===== config.mk =====
export PLATFORM = sky130hd
export DESIGN_NAME = seq_divider
export DESIGN_NICKNAME = d
export VERILOG_FILES = /design/src/rtl/seq_divider.sv
export SDC_FILE = /design/constraint.sdc
export NUM_CORES = 1
export LEC_CHECK = 0
export BUFFER_PORTS_ARGS = -buffer_cell sky130_fd_sc_hd__buf_2
export CAP_MARGIN = 20
export CORE_ASPECT_RATIO = 1.25
export CORE_MARGIN = 3
export CORE_UTILIZATION = 45
export CTS_CLUSTER_SIZE = 10
export DETAILED_ROUTE_END_ITERATION = 16
export PLACE_DENSITY = 0.71
export SKIP_LAST_GASP = 1
export SLEW_MARGIN = 20
export SYNTH_ARGS = -nofsm -noshare
export SYNTH_HDL_FRONTEND = slang
export SYNTH_SLANG_ARGS = --single-unit

===== constraint.sdc =====
create_clock -name clk -period 9.7 [get_ports clk]
set_input_delay 0.485 -clock clk [delete_from_list [all_inputs] [get_ports clk]]
set_output_delay 0.485 -clock clk [all_outputs]
set_load 0.1 [all_outputs]

===== src/rtl/seq_divider.sv =====
`timescale 1ns/1ps
`default_nettype none
// ============================================================================
// Module   : seq_divider
// Purpose  : Unsigned restoring divider, one quotient bit per clock.
// Revision : 1.0 - initial release
// ============================================================================
module seq_divider #(
    parameter int WIDTH = 8
) (
    input  logic             clk,
    input  logic             rst_n,
    input  logic             start,
    input  logic [WIDTH-1:0] dividend,
    input  logic [WIDTH-1:0] divisor,
    output logic             busy,
    output logic             done,
    output logic [WIDTH-1:0] quotient,
    output logic [WIDTH-1:0] remainder,
    output logic             div_by_zero
);

    localparam int CNT_W = $clog2(WIDTH + 1);

    typedef enum logic [1:0] {
        S_IDLE = 2'd0,
        S_RUN  = 2'd1,
        S_DONE = 2'd2
    } state_t;

    state_t             state_q, state_d;
    logic [WIDTH-1:0]   dvd_q, dvd_d;
    logic [WIDTH-1:0]   dsr_q, dsr_d;
    logic [WIDTH-1:0]   prem_q, prem_d;
    logic [CNT_W-1:0]   cnt_q, cnt_d;
    logic [WIDTH-1:0]   quotient_q, quotient_d;
    logic [WIDTH-1:0]   remainder_q, remainder_d;
    logic               dbz_q, dbz_d;

    // The partial remainder never exceeds the divisor, so its top bit is
    // implicitly zero and only the WIDTH+1-bit trial operand carries it.
    logic [WIDTH:0]     w_trial;
    logic [WIDTH:0]     w_sub_b;
    logic [WIDTH-1:0]   w_diff;
    logic [WIDTH+1:0]   w_borrow;
    logic               w_qbit;
    logic [WIDTH-1:0]   w_prem_next;

    assign w_trial     = {prem_q, dvd_q[WIDTH-1]};
    assign w_sub_b     = {1'b0, dsr_q};
    assign w_borrow[0] = 1'b0;

    genvar gi;
    generate
        for (gi = 0; gi <= WIDTH; gi++) begin : g_sub
            assign w_borrow[gi+1] = (~w_trial[gi] & w_sub_b[gi])
                                  | (~(w_trial[gi] ^ w_sub_b[gi]) & w_borrow[gi]);
            if (gi < WIDTH) begin : g_diff
                assign w_diff[gi] = w_trial[gi] ^ w_sub_b[gi] ^ w_borrow[gi];
            end
        end
    endgenerate

    assign w_qbit      = ~w_borrow[WIDTH+1];
    assign w_prem_next = w_qbit ? w_diff : w_trial[WIDTH-1:0];

    always_comb begin
        state_d     = state_q;
        dvd_d       = dvd_q;
        dsr_d       = dsr_q;
        prem_d      = prem_q;
        cnt_d       = cnt_q;
        quotient_d  = quotient_q;
        remainder_d = remainder_q;
        dbz_d       = dbz_q;
        case (state_q)
            S_IDLE: begin
                if (start) begin
                    dvd_d  = dividend;
                    dsr_d  = divisor;
                    prem_d = '0;
                    cnt_d  = CNT_W'(WIDTH);
                    dbz_d  = 1'b0;
                    if (divisor == '0) begin
                        state_d     = S_DONE;
                        quotient_d  = '1;
                        remainder_d = dividend;
                        dbz_d       = 1'b1;
                    end else begin
                        state_d = S_RUN;
                    end
                end
            end
            S_RUN: begin
                // Quotient bits enter the dividend register from the LSB end.
                prem_d = w_prem_next;
                dvd_d  = {dvd_q[WIDTH-2:0], w_qbit};
                cnt_d  = cnt_q - CNT_W'(1);
                if (cnt_q == CNT_W'(1)) begin
                    state_d     = S_DONE;
                    quotient_d  = {dvd_q[WIDTH-2:0], w_qbit};
                    remainder_d = w_prem_next;
                end
            end
            S_DONE:  state_d = S_IDLE;
            default: state_d = S_IDLE;
        endcase
    end

    always_ff @(posedge clk or negedge rst_n) begin
        if (!rst_n) begin
            state_q     <= S_IDLE;
            dvd_q       <= '0;
            dsr_q       <= '0;
            prem_q      <= '0;
            cnt_q       <= '0;
            quotient_q  <= '0;
            remainder_q <= '0;
            dbz_q       <= 1'b0;
        end else begin
            state_q     <= state_d;
            dvd_q       <= dvd_d;
            dsr_q       <= dsr_d;
            prem_q      <= prem_d;
            cnt_q       <= cnt_d;
            quotient_q  <= quotient_d;
            remainder_q <= remainder_d;
            dbz_q       <= dbz_d;
        end
    end

    assign busy        = (state_q == S_RUN);
    assign done        = (state_q == S_DONE);
    assign quotient    = quotient_q;
    assign remainder   = remainder_q;
    assign div_by_zero = dbz_q;

endmodule
`default_nettype wire


### After elaboration in Yosys (flattened, before gate mapping)

Index checks and enable logic that the tools add are counted.
W data, S select, Z words.

| operators by class | value |
|---|---|
| $add $sub $neg | 1 |
| equality and inequality tests | 6 |
| muxes and demuxes | 20 |
| bitwise logic cells | 55 |
| reduce and logical (&&, ||, !) cells | 7 |

Operator list:

| operator | count |
|---|---|
| $mux W8 | 9 |
| $pmux W8 S2 | 4 |
| $not A1 Y1 | 17 |
| $and A1 B1 Y1 | 16 |
| $xor A1 B1 Y1 | 15 |
| $logic_not A8 Y1 | 1 |
| $pmux W4 S2 | 1 |
| $or A1 B1 Y1 | 7 |
| $mux W2 | 3 |
| $reduce_and A2 Y1 | 3 |
| $eq A4 B1 Y1 const B | 1 |
| $mux W4 | 1 |
| $ne A2 B2 Y1 const B | 2 |
| $pmux W2 S2 | 1 |
| $reduce_and A4 Y1 | 1 |
| $sub A4 B1 Y4 const B | 1 |
| $eq A2 B1 Y1 const B | 1 |
| $eq A2 B2 Y1 const B | 1 |
| $logic_not A2 Y1 | 1 |
| $ne A2 B1 Y1 const B | 1 |
| $reduce_bool A2 Y1 | 1 |
| $mux W1 | 1 |

| word-level totals | value |
|---|---|
| register bits | 47 |
| bits of input ports | 19 |
| output and inout port bits | 19 |
| logic and storage cells | 97 |

### Logic depth before layout (Yosys ltp)

Gate-level depths: netlist of the first run.

| logic depth | value |
|---|---|
| depth after elaboration | 20 |
| gate-level depth with buffers | 13 |
| gate-level depth less buffers | 13 |

### Worst setup path before layout of the first run

Ideal clock, no wire load.

| timing | value |
|---|---|
| kind | flip-flop to flip-flop |
| start | register dvd_q[7] |
| end | register remainder_q[7], in the netlist remainder[7] |
| setup time | 0.126 ns |
| arrival | 3.976 ns |
| data required time | 9.574 ns |
| setup slack | 5.598 ns |
| stages on the path, launching flop included | 14 |
| path buffers | 0 |
| clock period less this slack | 4.102 ns |
| path through | dfrtp_1 -> inv_1 -> ha_1 -> fa_1 -> fa_1 -> fa_1 -> fa_1 -> fa_1 -> fa_1 -> fa_1 -> nor2b_2 -> mux2_2 -> o21ai_0 -> mux2_4 |

| on the way | value |
|---|---|
| word-level cells in the longest chain between the ends | 20 |
| elaborated cells on any way between the ends | 21 |
| classes of those cells | 3 x mux; 18 x bitwise |

RTL lines:

| element | RTL line | source |
|---|---|---|
| start: declaration | 32 | `logic [WIDTH-1:0] dvd_q, dvd_d;` |
| start signal: assignment | 122 | `dvd_q <= dvd_d;` |
| $not A1 Y1 (*) | 56 | `assign w_borrow[gi+1] = (~w_trial[gi] & w_sub_b[gi])` |
| $and A1 B1 Y1 (*) | 56 |  |
| $and A1 B1 Y1 (*) | 57 | `\| (~(w_trial[gi] ^ w_sub_b[gi]) & w_borrow[gi]);` |
| $or A1 B1 Y1 (*) | 57 |  |
| $and A1 B1 Y1 (*) | 57 |  |
| $or A1 B1 Y1 (*) | 57 |  |
| $and A1 B1 Y1 (*) | 57 |  |
| $or A1 B1 Y1 (*) | 57 |  |
| [4 not listed] | n/a |  |
| $and A1 B1 Y1 (*) | 57 |  |
| $or A1 B1 Y1 (*) | 57 |  |
| $and A1 B1 Y1 | 57 |  |
| $or A1 B1 Y1 | 57 |  |
| $and A1 B1 Y1 | 57 |  |
| $mux W8 (*) | 65 | `assign w_prem_next = w_qbit ? w_diff : w_trial[WIDTH-1:0];` |
| $mux W8 (*) | 99 | `if (cnt_q == CNT_W'(1)) begin` |
| $pmux W8 S2 (*) | 76 | `case (state_q)` |
| end signal: assignment | 127 | `remainder_q <= remainder_d;` |
| end: declaration | 37 | `logic [WIDTH-1:0] remainder_q, remainder_d;` |

Mark *: on every way between the ends. The rest lies on a longest branch, timed or not. The select of a mux whose other input is x is not followed.
A chain may end at the register's enable or synchronous reset.

### Final worst setup path of the first run

| timing | value |
|---|---|
| start | register dvd_q[7] |
| end | register remainder_q[4], in the netlist remainder[4] |

| on the way | value |
|---|---|
| word-level cells in the longest chain between the ends | 20 |
| elaborated cells on any way between the ends | 21 |
| classes of those cells | 3 x mux; 18 x bitwise |

RTL lines:

| element | RTL line |
|---|---|
| $not A1 Y1 (*) | 56 |
| $and A1 B1 Y1 (*) | 56 |
| $and A1 B1 Y1 (*) | 57 |
| $or A1 B1 Y1 (*) | 57 |
| $and A1 B1 Y1 (*) | 57 |
| $or A1 B1 Y1 (*) | 57 |
| $and A1 B1 Y1 (*) | 57 |
| $or A1 B1 Y1 (*) | 57 |
| [4 not listed] | n/a |
| $and A1 B1 Y1 | 57 |
| $or A1 B1 Y1 | 57 |
| $and A1 B1 Y1 | 57 |
| $or A1 B1 Y1 | 57 |
| $and A1 B1 Y1 | 57 |
| $mux W8 (*) | 65 |
| $mux W8 (*) | 99 |
| $pmux W8 S2 (*) | 76 |

Marks and branches as above.

==> implementation parameters, run 1 <==
Parameter                              Value

Worst hold path
  Hold WC Path Type ... in2async

Global route
  Peak-usage layer in the global routing report ... met2
  Overall Global Routing Usage ... 0.1666
  Pin count of the biggest net entering global routing ... 48
  Met1 Use GR ... 0.2236
  Met3 track demand over resource in global routing ... 0.03580
  Number of global-route vias before repair ... 1619
  Global-route track usage on met2 ... 0.2700
  Sum of overflow across all layers after global routing ... 0
  Global-route wire length before repair ... 8.010 mm
  Number of antenna violations at the first check in global routing ... 0

STA
  Slew of the pin with the lowest slew margin ... 1014 ps
  RSZ-0062 raised after global routing ... no
  Max-slew violation count ... 0
  Final worst clock skew ... 8.946 ps
  Count of endpoints failing setup in the final report ... 0
  Remaining max-slew budget at the tightest pin ... 0.3237
  Final worst path period share ... 0.4500
  Number of failing hold endpoints at the final stage ... 0
  Final-layout setup total negative slack ... 0 ps
  Maximum clock frequency ... 229.1 MHz
  Clock period minus final worst setup slack ... 4365 ps

Run
  Max Cap Viol ... 0

Routing
  Mean number of vias per cell ... 5.199
  Post-DRT Antenna Nets ... 0
  Routed wire length per instance ... 15.41 um
  Detailed router's first-iteration violation count ... 70
  Via count ... 1591
  Number of remaining DRC errors ... 0
  Total length of routed wires ... 4.715 mm
  Detailed Routing Iterations Pass 1 ... 4

Clock tree
  Post-cts gate resize count ... 0
  Number of sinks on the clock net ... 47
  Number of levels in the clock H-tree ... 2
  Postcts setup bufs ... 0
  Worst skew pair latency ... 300 ps
  Maximum number of buffers from clock root to sink ... 2
  Clock-pin slew of the registers on the worst-case setup and hold paths ... 90 ps
  Number of buffers added by the clock tree synthesis step ... 5
  CTS Hold Buffers Added ... 0
  Root buffer cell ... clkbuf_8
  CTS tree ... done

Die
  Placeable core region ... 0.004905 mm2
  Row count ... 28
  Top Ports ... 38
  Floorplan die area ... 0.006181 mm2
  Starting density of the core ... 0.4834
  Die span in y ... 87.16 um
  Horizontal die dimension ... 70.93 um

Setup path
  Number of cells on the worst reg-to-reg path ... 13
  Most Frequent Cell on Critical Path ... fa_1
  RR Startpoint ... dvd_q[7]
  Critical Path, Cell by Cell ... inv_1, ha_1, fa_1, fa_1, fa_1, fa_1, fa_1, fa_1, fa_1, nor2b_2, mux2_2, o21ai_0, mux2_4
  Critical path buffer and inverter count ... 1
  Sort of element at the end of the critical path ... flip-flop
  Largest fanout of any net on the critical path ... 5
  Critical Path RT ... 9890 ps
  R2R Path End ... remainder[4]
  Kind of cell adding the most delay to the critical path ... adder cells
  Worst setup path category ... reg2reg
  Cell at the slowest stage of the critical path ... fa_1
  Delay of the slowest cell on the worst path ... 450 ps
  CP Data Arrival Time ... 4550 ps
  Setup crit start kind ... flip-flop
  Setup slack, reg-to-reg ... 5330 ps

Synthesis
  Number of instances in the synthesized netlist ... 209
  Number of distinct standard cells referenced by the synthesized netlist ... 33
  Number of nets in the synthesized netlist ... 238
  Part of the Yosys area used for sequential elements ... 0.4960
  Syn avg cell area ... 11.34 um2
  Count of state elements after synthesis ... 47
  Number of warning messages in the yosys log ... 0
  Area of the mapped netlist ... 0.002371 mm2

Finish
  Area grow syn2layout ... 12.35%
  Number of inserted diodes ... 0
  Net count, final ... 274
  Ratio of cells with drive above 1 in the final layout ... 0.2846
  Filler cell count in the final layout ... 450

Placed design
  Number of buffers added on ports ... 37
  Final weighted congestion in routability-driven placement ... 0.8403
  Post-DP HPWL ... 3.324 mm

Status
  Run status ... complete, no violations
==> cell usage in the layout, fill, tap and decap left out, types with 2 or more instances in the layout <==
cell	instances
o21ai_0	15
nand2_1	24
fa_1	7
mux2_4	5
a21o_1	7
inv_1	23
a21oi_1	7
clkbuf_8	5
buf_4	2
mux2_2	12
buf_2	36
nor2_1	12
mux2i_1	14
clkinvlp_4	2
a211oi_1	3
nand2b_1	4
a22o_1	2
nor3b_1	3
ha_1	3
dfrtp_1	47
==> sequential cells by signal, summed over array words and instances, names as in the netlist <==
| name | cells |
|---|---|
| cnt_q | 4 |
| div_by_zero | 1 |
| dsr_q | 8 |
| dvd_q | 8 |
| prem_q | 8 |
| quotient | 8 |
| remainder | 8 |
| state_q | 2 |
==> final cells by class <==
| type | count | area [um2] | share of cell area |
|---|---|---|---|
| Clock buffer | 5 | 68.82 | 0.02583 |
| Clock inverter | 3 | 20.02 | 0.007515 |
| Inverter | 23 | 86.33 | 0.03241 |
| Multi-Input combinational cell | 130 | 1042 | 0.3913 |
| Sequential cell | 47 | 1176 | 0.4415 |
| Tap cell | 60 | 75.07 | 0.02818 |
| Timing Repair Buffer | 38 | 195.2 | 0.07327 |
==> cells by family (layout without fill, tap and decap cells) <==
logic type               Yosys count  in the layout  share of synthesized area
AO/OA/AOI/OAI                     38             38                     0.1029
XOR/XNOR                           1              1                   0.003695
buffers and inverters             32             69                    0.06438
multiplexers                      31             31                     0.1478
AND/OR/NAND/NOR                   50             50                     0.1103
flip-flops                        47             47                     0.4960
adder cells (fa/ha/maj)           10             10                    0.07493
==> synth_stat cells (all sizes together) <==
library cell  count  area [um2]
nor3b             4       35.03
o31ai             1       7.510
a21o              7       52.55
a22o              2       17.52
buf               7       58.81
mux2i            14       140.1
dfrtp            47        1176
a21oi             7       35.03
o21bai            1       11.26
and2b             1       7.510
ha                3       37.54
nand3             1       10.01
nand2b            4       25.02
a31oi             1       6.260
fa                7       140.1
nor4              3       40.04
mux2             17       210.2
clkbuf            2       7.510
o21ai            16       91.34
inv              23       86.33
xnor2             1       8.760
nor2b             1       8.760
a211oi            3       22.52
nand2            24       90.09
nor2             12       45.04
==> worst max path at each step <==
stage	cells past startpoint	slack, ps	start	to
floorplan	13	5600	dvd_q[7]	remainder[7]
global placement	13	5480	dvd_q[7]	remainder[5]
detailed placement	13	5360	dvd_q[7]	remainder[5]
CTS	13	5340	dvd_q[7]	remainder[4]
global route	13	5170	dvd_q[7]	remainder[1]
finish	13	5330	dvd_q[7]	remainder[4]
==> stage by stage <==
stage | std cells | hold slack (ps) | setup WS (ps) | area [um2] | utilization
2_1_floorplan | 209 | 189.4 | 5598 | 2371 | -
3_3_place_gp | 298 | 462.1 | 5476 | 2572 | 0.5245
3_5_place_dp | 298 | 471.4 | 5357 | 2572 | 0.5245
4_1_cts | 306 | 400.3 | 5339 | 2661 | 0.5426
5_1_grt | 306 | 216.5 | 5167 | 2664 | 0.5431
6_report | 306 | 172.5 | 5335 | 2664 | 0.5431
==> per-layer routing <==
| metal | share of wire | wire length (um) | up-vias |
|---|---|---|---|
| met5 | 0 | 0 | - |
| met2 | 0.48 | 2273 | 42 |
| met1 | 0.46 | 2159 | 779 |
| met3 | 0.047 | 220 | 5 |
| li1 | - | - | 765 |
| met4 | 0.013 | 61 | 0 |
Power of run 1 is left out: the tool's default activity adds up to more than one toggle a clock period on the data nets, which glitch-free logic cannot reach.
==> run 2, diff against run 1 <==
--- a/config.mk
+++ b/config.mk
@@ -12,7 +12,7 @@
 export CORE_UTILIZATION = 45
 export CTS_CLUSTER_SIZE = 10
 export DETAILED_ROUTE_END_ITERATION = 16
-export PLACE_DENSITY = 0.71
+export PLACE_DENSITY = 0.73
 export SKIP_LAST_GASP = 1
 export SLEW_MARGIN = 20
 export SYNTH_ARGS = -nofsm -noshare
==> constraint.sdc (replaced) <==
create_clock -name clk -period 3.93 [get_ports clk]
set_input_delay 0.1965 -clock clk [delete_from_list [all_inputs] [get_ports clk]]
set_output_delay 0.1965 -clock clk [all_outputs]
set_load 0.1 [all_outputs]
==> implementation parameters, run 2 (synthesis results as in run 1) <==
Parameter                              Value

Status
  Run status ... complete, no violations

Routing
  Total length of routed wires ... 4.555 mm (-3.4%)
  Number of remaining DRC errors ... 0 (unchanged)
  Mean number of vias per cell ... 5.217 (+0.33%)
  Routed wire length per instance ... 14.51 um (-5.9%)
  Detailed Routing Iterations Pass 1 ... 4 (unchanged)
  Via count ... 1638 (+3.0%)
  Detailed router's first-iteration violation count ... 111 (+59%)
  Post-DRT Antenna Nets ... 0 (unchanged)

Die
  Placeable core region ... 0.004905 mm2 (unchanged)
  Top Ports ... 38 (unchanged)
  Starting density of the core ... 0.4834 (unchanged)
  Row count ... 28 (unchanged)
  Horizontal die dimension ... 70.93 um (unchanged)
  Die span in y ... 87.16 um (unchanged)
  Floorplan die area ... 0.006181 mm2 (unchanged)

STA
  Worst hold slack across all endpoints ... 152.4 ps (-20.06 ps)
  Remaining max-slew budget at the tightest pin ... 0.3153 (-0.008394)
  Final worst path period share ... 0.9919 (+0.5419)
  Max-slew violation count ... 0 (unchanged)
  Number of failing hold endpoints at the final stage ... 0 (unchanged)
  Slew of the pin with the lowest slew margin ... 1026 ps (+12.58 ps)
  Clock period minus final worst setup slack ... 3898 ps (-467.2 ps)
  Count of endpoints failing setup in the final report ... 0 (unchanged)
  RSZ-0062 raised after global routing ... yes
  Maximum clock frequency ... 256.5 MHz (+12%)
  Final worst clock skew ... 7.992 ps (-0.9536 ps)

Setup path
  Number of cells on the worst reg-to-reg path ... 12 (-1)
  Largest fanout of any net on the critical path ... 5 (unchanged)
  CP Data Arrival Time ... 4080 ps (-470 ps)
  RR Startpoint ... dsr_q[0]
  Setup crit start kind ... flip-flop
  Kind of cell adding the most delay to the critical path ... adder cells
  Cell at the slowest stage of the critical path ... dfrtp_1
  Critical Path, Cell by Cell ... ha_2, fa_2, fa_2, fa_2, fa_2, fa_2, fa_2, fa_2, nor2b_4, mux2_2, o21ai_0, mux2_4
  Delay of the slowest cell on the worst path ... 390 ps (-60 ps)
  Sort of element at the end of the critical path ... flip-flop
  Most Frequent Cell on Critical Path ... fa_2
  Worst setup path category ... reg2reg
  R2R Path End ... remainder[5]
  Critical Path RT ... 4110 ps (-5780 ps)
  Setup slack, reg-to-reg ... 30 ps (-5300 ps)
  Critical path buffer and inverter count ... 0 (-1)

Clock tree
  Number of levels in the clock H-tree ... 2 (unchanged)
  Maximum number of buffers from clock root to sink ... 2 (unchanged)
  Worst skew pair latency ... 300 ps (about the same)
  Clock-pin slew of the registers on the worst-case setup and hold paths ... 80 ps (about the same)
  Number of sinks on the clock net ... 47 (unchanged)
  CTS tree ... done
  Number of buffers added by the clock tree synthesis step ... 5 (unchanged)
  Root buffer cell ... clkbuf_8

Global route
  Pin count of the biggest net entering global routing ... 48 (unchanged)
  Sum of overflow across all layers after global routing ... 0 (unchanged)
  Overall Global Routing Usage ... 0.1590 (-0.007585)
  Global-route wire length before repair ... 7.679 mm (-4.1%)
  Number of global-route vias before repair ... 1672 (+3.3%)
  Number of antenna violations at the first check in global routing ... 0 (unchanged)

Finish
  Area grow syn2layout ... 18.36%
  Number of inserted diodes ... 0 (unchanged)
  Final cell count without fillers ... 314 (+2.6%)
  Leading cell type in the layout, fill and taps excluded ... dfrtp_1
  Net count, final ... 282 (+2.9%)
  Commonest cells after routing, fill and taps aside ... 47 x dfrtp_1, 36 x buf_2, 24 x nand2_1, 23 x inv_1
  Ratio of cells with drive above 1 in the final layout ... 0.3504 (+0.06584)

Placed design
  Number of buffers added on ports ... 37 (unchanged)
  Number of placed instances with taps included ... 302 (+1.3%)
  Final weighted congestion in routability-driven placement ... 0.8389 (-0.17%)
  Post-DP HPWL ... 3.241 mm (-2.5%)

Worst hold path
  Hold Path Stages ... 2
  Hold WC Path Type ... in2reg
  Hold-critical path endpoint ... dsr_q[1]
  Worst Hold Launch ... divisor[1]

Run
  Max Cap Viol ... 0 (unchanged)
[run 2: cell types whose count changed in the layout (fill, tap and decap cells not counted), moves of 2 or more]
cell	before	now
clkinvlp_4	2	0
fa_2	0	7
fa_1	7	0
a211oi_1	3	0
a211oi_2	0	3
buf_4	2	9
[run 2: area by class of cell]
type                            instances  area (um2)
Sequential cell                        47        1176
Inverter                               23       86.33
Clock inverter                          2       35.03
Tap cell                               60       75.07
Multi-Input combinational cell        130        1094
Timing Repair Buffer                   46       257.7
Clock buffer                            6       82.58
Fill cell                             418        2098
[run 2: through the flow]
stage | setup TNS [ps] | worst slack [ps] | cell area, um2 | utilization
global placement | -405.9 | -76.54 | 2613 | 0.5327
finish | 0 | 31.70 | 2806 | 0.5722
detailed placement | -1202 | -185.9 | 2613 | 0.5327
global route | -340.2 | -70.21 | 2806 | 0.5722
CTS | -3.467 | -3.467 | 2766 | 0.5640
floorplan | 0 | 2.425 | 2381 | -
[run 2: what timing repair did]
item                                   CTS  global route
hold buffers                             0             1
endpoints found under the hold margin    0            47
resized for setup                        7             5
pin swaps                                2             3
setup endpoints to repair               11            10
cloned                                   0             0
setup buffers                            2             1
[run 2: worst register-to-register path, stage by stage (launching register included)]
cell and delay [ps]:
dfrtp_1 390, ha_2 180, fa_2 340, fa_2 340, fa_2 350, fa_2 340, fa_2 340, fa_2 350
fa_2 380, nor2b_4 170, mux2_2 250, o21ai_0 80, mux2_4 270
[run 2: worst max path at each step]
stage                         endpoint  cells past startpoint      from  slack [ps]
after floorplan           remainder[7]                     13  dvd_q[7]           2
after global placement    remainder[1]                     13  dsr_q[0]         -80
after detailed placement  remainder[1]                     13  dsr_q[0]        -190
after CTS                 remainder[5]                     13  dvd_q[7]          -3
after global routing      remainder[3]                     13  dsr_q[0]         -70
final                     remainder[5]                     12  dsr_q[0]          30
[run 2: metal layers]
layer,share of wire,global-route usage,vias to the layer above
li1,-,-,777
met1,0.43,0.1957,811
met2,0.51,0.2751,42
met3,0.047,0.03811,8
met4,0.014,0.05128,0
met5,0,0,-
Power of run 2 is left out for the same reason.
==> run 3, diff against run 2 <==
--- a/config.mk
+++ b/config.mk
@@ -12,7 +12,7 @@
 export CORE_UTILIZATION = 45
 export CTS_CLUSTER_SIZE = 10
 export DETAILED_ROUTE_END_ITERATION = 16
-export PLACE_DENSITY = 0.73
+export PLACE_DENSITY_LB_ADDON = 0.3
 export SKIP_LAST_GASP = 1
 export SLEW_MARGIN = 20
 export SYNTH_ARGS = -nofsm -noshare
==> implementation parameters, run 3 (synthesis results as in run 1) <==
Parameter                              Value

Status
  Run status ... complete, no violations

STA
  Clock period minus final worst setup slack ... 3886 ps (-12.16 ps)
  Max-slew violation count ... 0 (unchanged)
  Final worst clock skew ... 7.557 ps (-0.4351 ps)
  Remaining max-slew budget at the tightest pin ... 0.3221 (+0.006803)
  RSZ-0062 raised after global routing ... yes
  Slew of the pin with the lowest slew margin ... 1016 ps (-10.20 ps)
  Final worst path period share ... 0.9888 (-0.003095)
  Count of endpoints failing setup in the final report ... 0 (unchanged)
  Number of failing hold endpoints at the final stage ... 0 (unchanged)
  Maximum clock frequency ... 257.3 MHz (+0.31%)
  Final critical-path setup slack ... 43.86 ps (+12.16 ps)

Routing
  Number of remaining DRC errors ... 0 (unchanged)
  Total length of routed wires ... 4.624 mm (+1.5%)
  Detailed Routing Iterations Pass 1 ... 4 (unchanged)
  Via count ... 1603 (-2.1%)
  Mean number of vias per cell ... 5.105 (-2.1%)
  Detailed router's first-iteration violation count ... 99 (-11%)
  Routed wire length per instance ... 14.73 um (+1.5%)
  Post-DRT Antenna Nets ... 0 (unchanged)

Finish
  Sequential Area ... 0.001176 mm2 (unchanged)
  Number of inserted diodes ... 0 (unchanged)
  Final cell count without fillers ... 314 (unchanged)
  Total area of multi-input combinational cells ... 0.001104 mm2 (+0.92%)
  Filler cell count in the final layout ... 433 (+3.6%)
  Net count, final ... 282 (unchanged)
  Area grow syn2layout ... 19.89%
  Leading cell type in the layout, fill and taps excluded ... dfrtp_1
  Ratio of cells with drive above 1 in the final layout ... 0.3504 (unchanged)
  Commonest cells after routing, fill and taps aside ... 47 x dfrtp_1, 36 x buf_2, 24 x nand2_1, 23 x inv_1
  Final std cell area, no fill ... 0.002843 mm2 (+1.3%)

Placed design
  Final weighted congestion in routability-driven placement ... 0.8094 (-3.5%)
  Number of buffers added on ports ... 37 (unchanged)
  Number of placed instances with taps included ... 302 (unchanged)
  Placed Area ... 0.002613 mm2 (unchanged)
  Post-DP HPWL ... 3.218 mm (-0.72%)
  Worst slack at placement ... -198.6 ps (-12.70 ps)

Die
  Floorplan die area ... 0.006181 mm2 (unchanged)
  Starting density of the core ... 0.4834 (unchanged)
  Placeable core region ... 0.004905 mm2 (unchanged)
  Row count ... 28 (unchanged)
  Die span in y ... 87.16 um (unchanged)
  Top Ports ... 38 (unchanged)
  Horizontal die dimension ... 70.93 um (unchanged)

Worst hold path
  Hold WC Path Type ... in2reg
  Worst Hold Launch ... divisor[1]

Clock tree
  Number of levels in the clock H-tree ... 2 (unchanged)
  Number of sinks on the clock net ... 47 (unchanged)
  Number of buffers added by the clock tree synthesis step ... 5 (unchanged)
  Root buffer cell ... clkbuf_8
  CTS tree ... done
  Worst skew pair latency ... 300 ps (about the same)
  Maximum number of buffers from clock root to sink ... 2 (unchanged)
  Clock-pin slew of the registers on the worst-case setup and hold paths ... 80 ps (about the same)

Global route
  Pin count of the biggest net entering global routing ... 48 (unchanged)
  Global-route wire length before repair ... 7.741 mm (+0.81%)
  Met1 Use GR ... 0.2040 (+0.008384)
  Peak-usage layer in the global routing report ... met2
  Number of global-route vias before repair ... 1622 (-3.0%)
  Number of antenna violations at the first check in global routing ... 0 (unchanged)
  Met3 track demand over resource in global routing ... 0.03811 (unchanged)
  Overall Global Routing Usage ... 0.1599 (+0.0008223)
  Global-route track usage on met2 ... 0.2658 (-0.009283)
  Sum of overflow across all layers after global routing ... 0 (unchanged)

Setup path
  Largest fanout of any net on the critical path ... 5 (unchanged)
  Worst setup path category ... reg2reg
  Launch point of the critical path ... dsr_q[0]
  Setup crit start kind ... flip-flop
  Sort of element at the end of the critical path ... flip-flop
  Critical Path RT ... 4120 ps (about the same)
  RR Startpoint ... dsr_q[0]
  CP Data Arrival Time ... 4080 ps (about the same)

Run
  Max Cap Viol ... 0 (unchanged)
-- run 3: timing repair --
action,4_1_cts,5_1_grt
resized for setup,9,6
pin swaps,3,3
endpoints found under the setup margin,12,8
hold endpoints to repair,0,47
buffers inserted,0,3
hold buffers,0,1
-- run 3: per-layer routing --
metal,wire length [um],share of wire,vias up
li1,-,-,785
met3,185,0.040,7
met5,0,0,-
met4,89,0.019,0
met1,2110,0.46,780
met2,2238,0.48,31
-- run 3: worst max-delay path: stages (launching register included) --
cell and delay (ps):
dfrtp_1 390, ha_2 190, fa_2 330, fa_2 350
fa_2 350, fa_2 340, fa_2 350, fa_2 350
fa_2 380, nor2b_4 170, mux2_2 240, o21ai_0 70
mux2_4 260
-- run 3: area by class of cell --
| type | count | area share |
|---|---|---|
| sequential | 47 | 0.4137 |
| timing repair buffer | 46 | 0.09331 |
| clock buffer | 5 | 0.02421 |
| clock inverter | 3 | 0.02377 |
| multi-input combinational | 130 | 0.3882 |
| tap | 60 | 0.02641 |
| inverter | 23 | 0.03037 |
-- run 3: final timing paths --
kind	endpoint	depth (start not counted)	slack (ps)
min in group asynchronous	cnt_q[2]	2	450
hold reg to reg	prem_q[6]	1	490
setup / recovery	remainder[5]	12	40
setup reg to reg	remainder[5]	12	40
hold / removal	dsr_q[1]	2	150
max in group asynchronous	remainder[7]	2	3080
-- run 3: through the flow --
stage                     setup TNS, ps  hold WS [ps]    util
after floorplan                       0        -99.09       -
after global placement           -417.8         446.0  0.5327
after detailed placement          -1147         446.8  0.5327
after CTS                             0         118.2  0.5668
after global routing             -365.0         147.3  0.5796
final                                 0         151.8  0.5796
Power of run 3 is left out for the same reason.
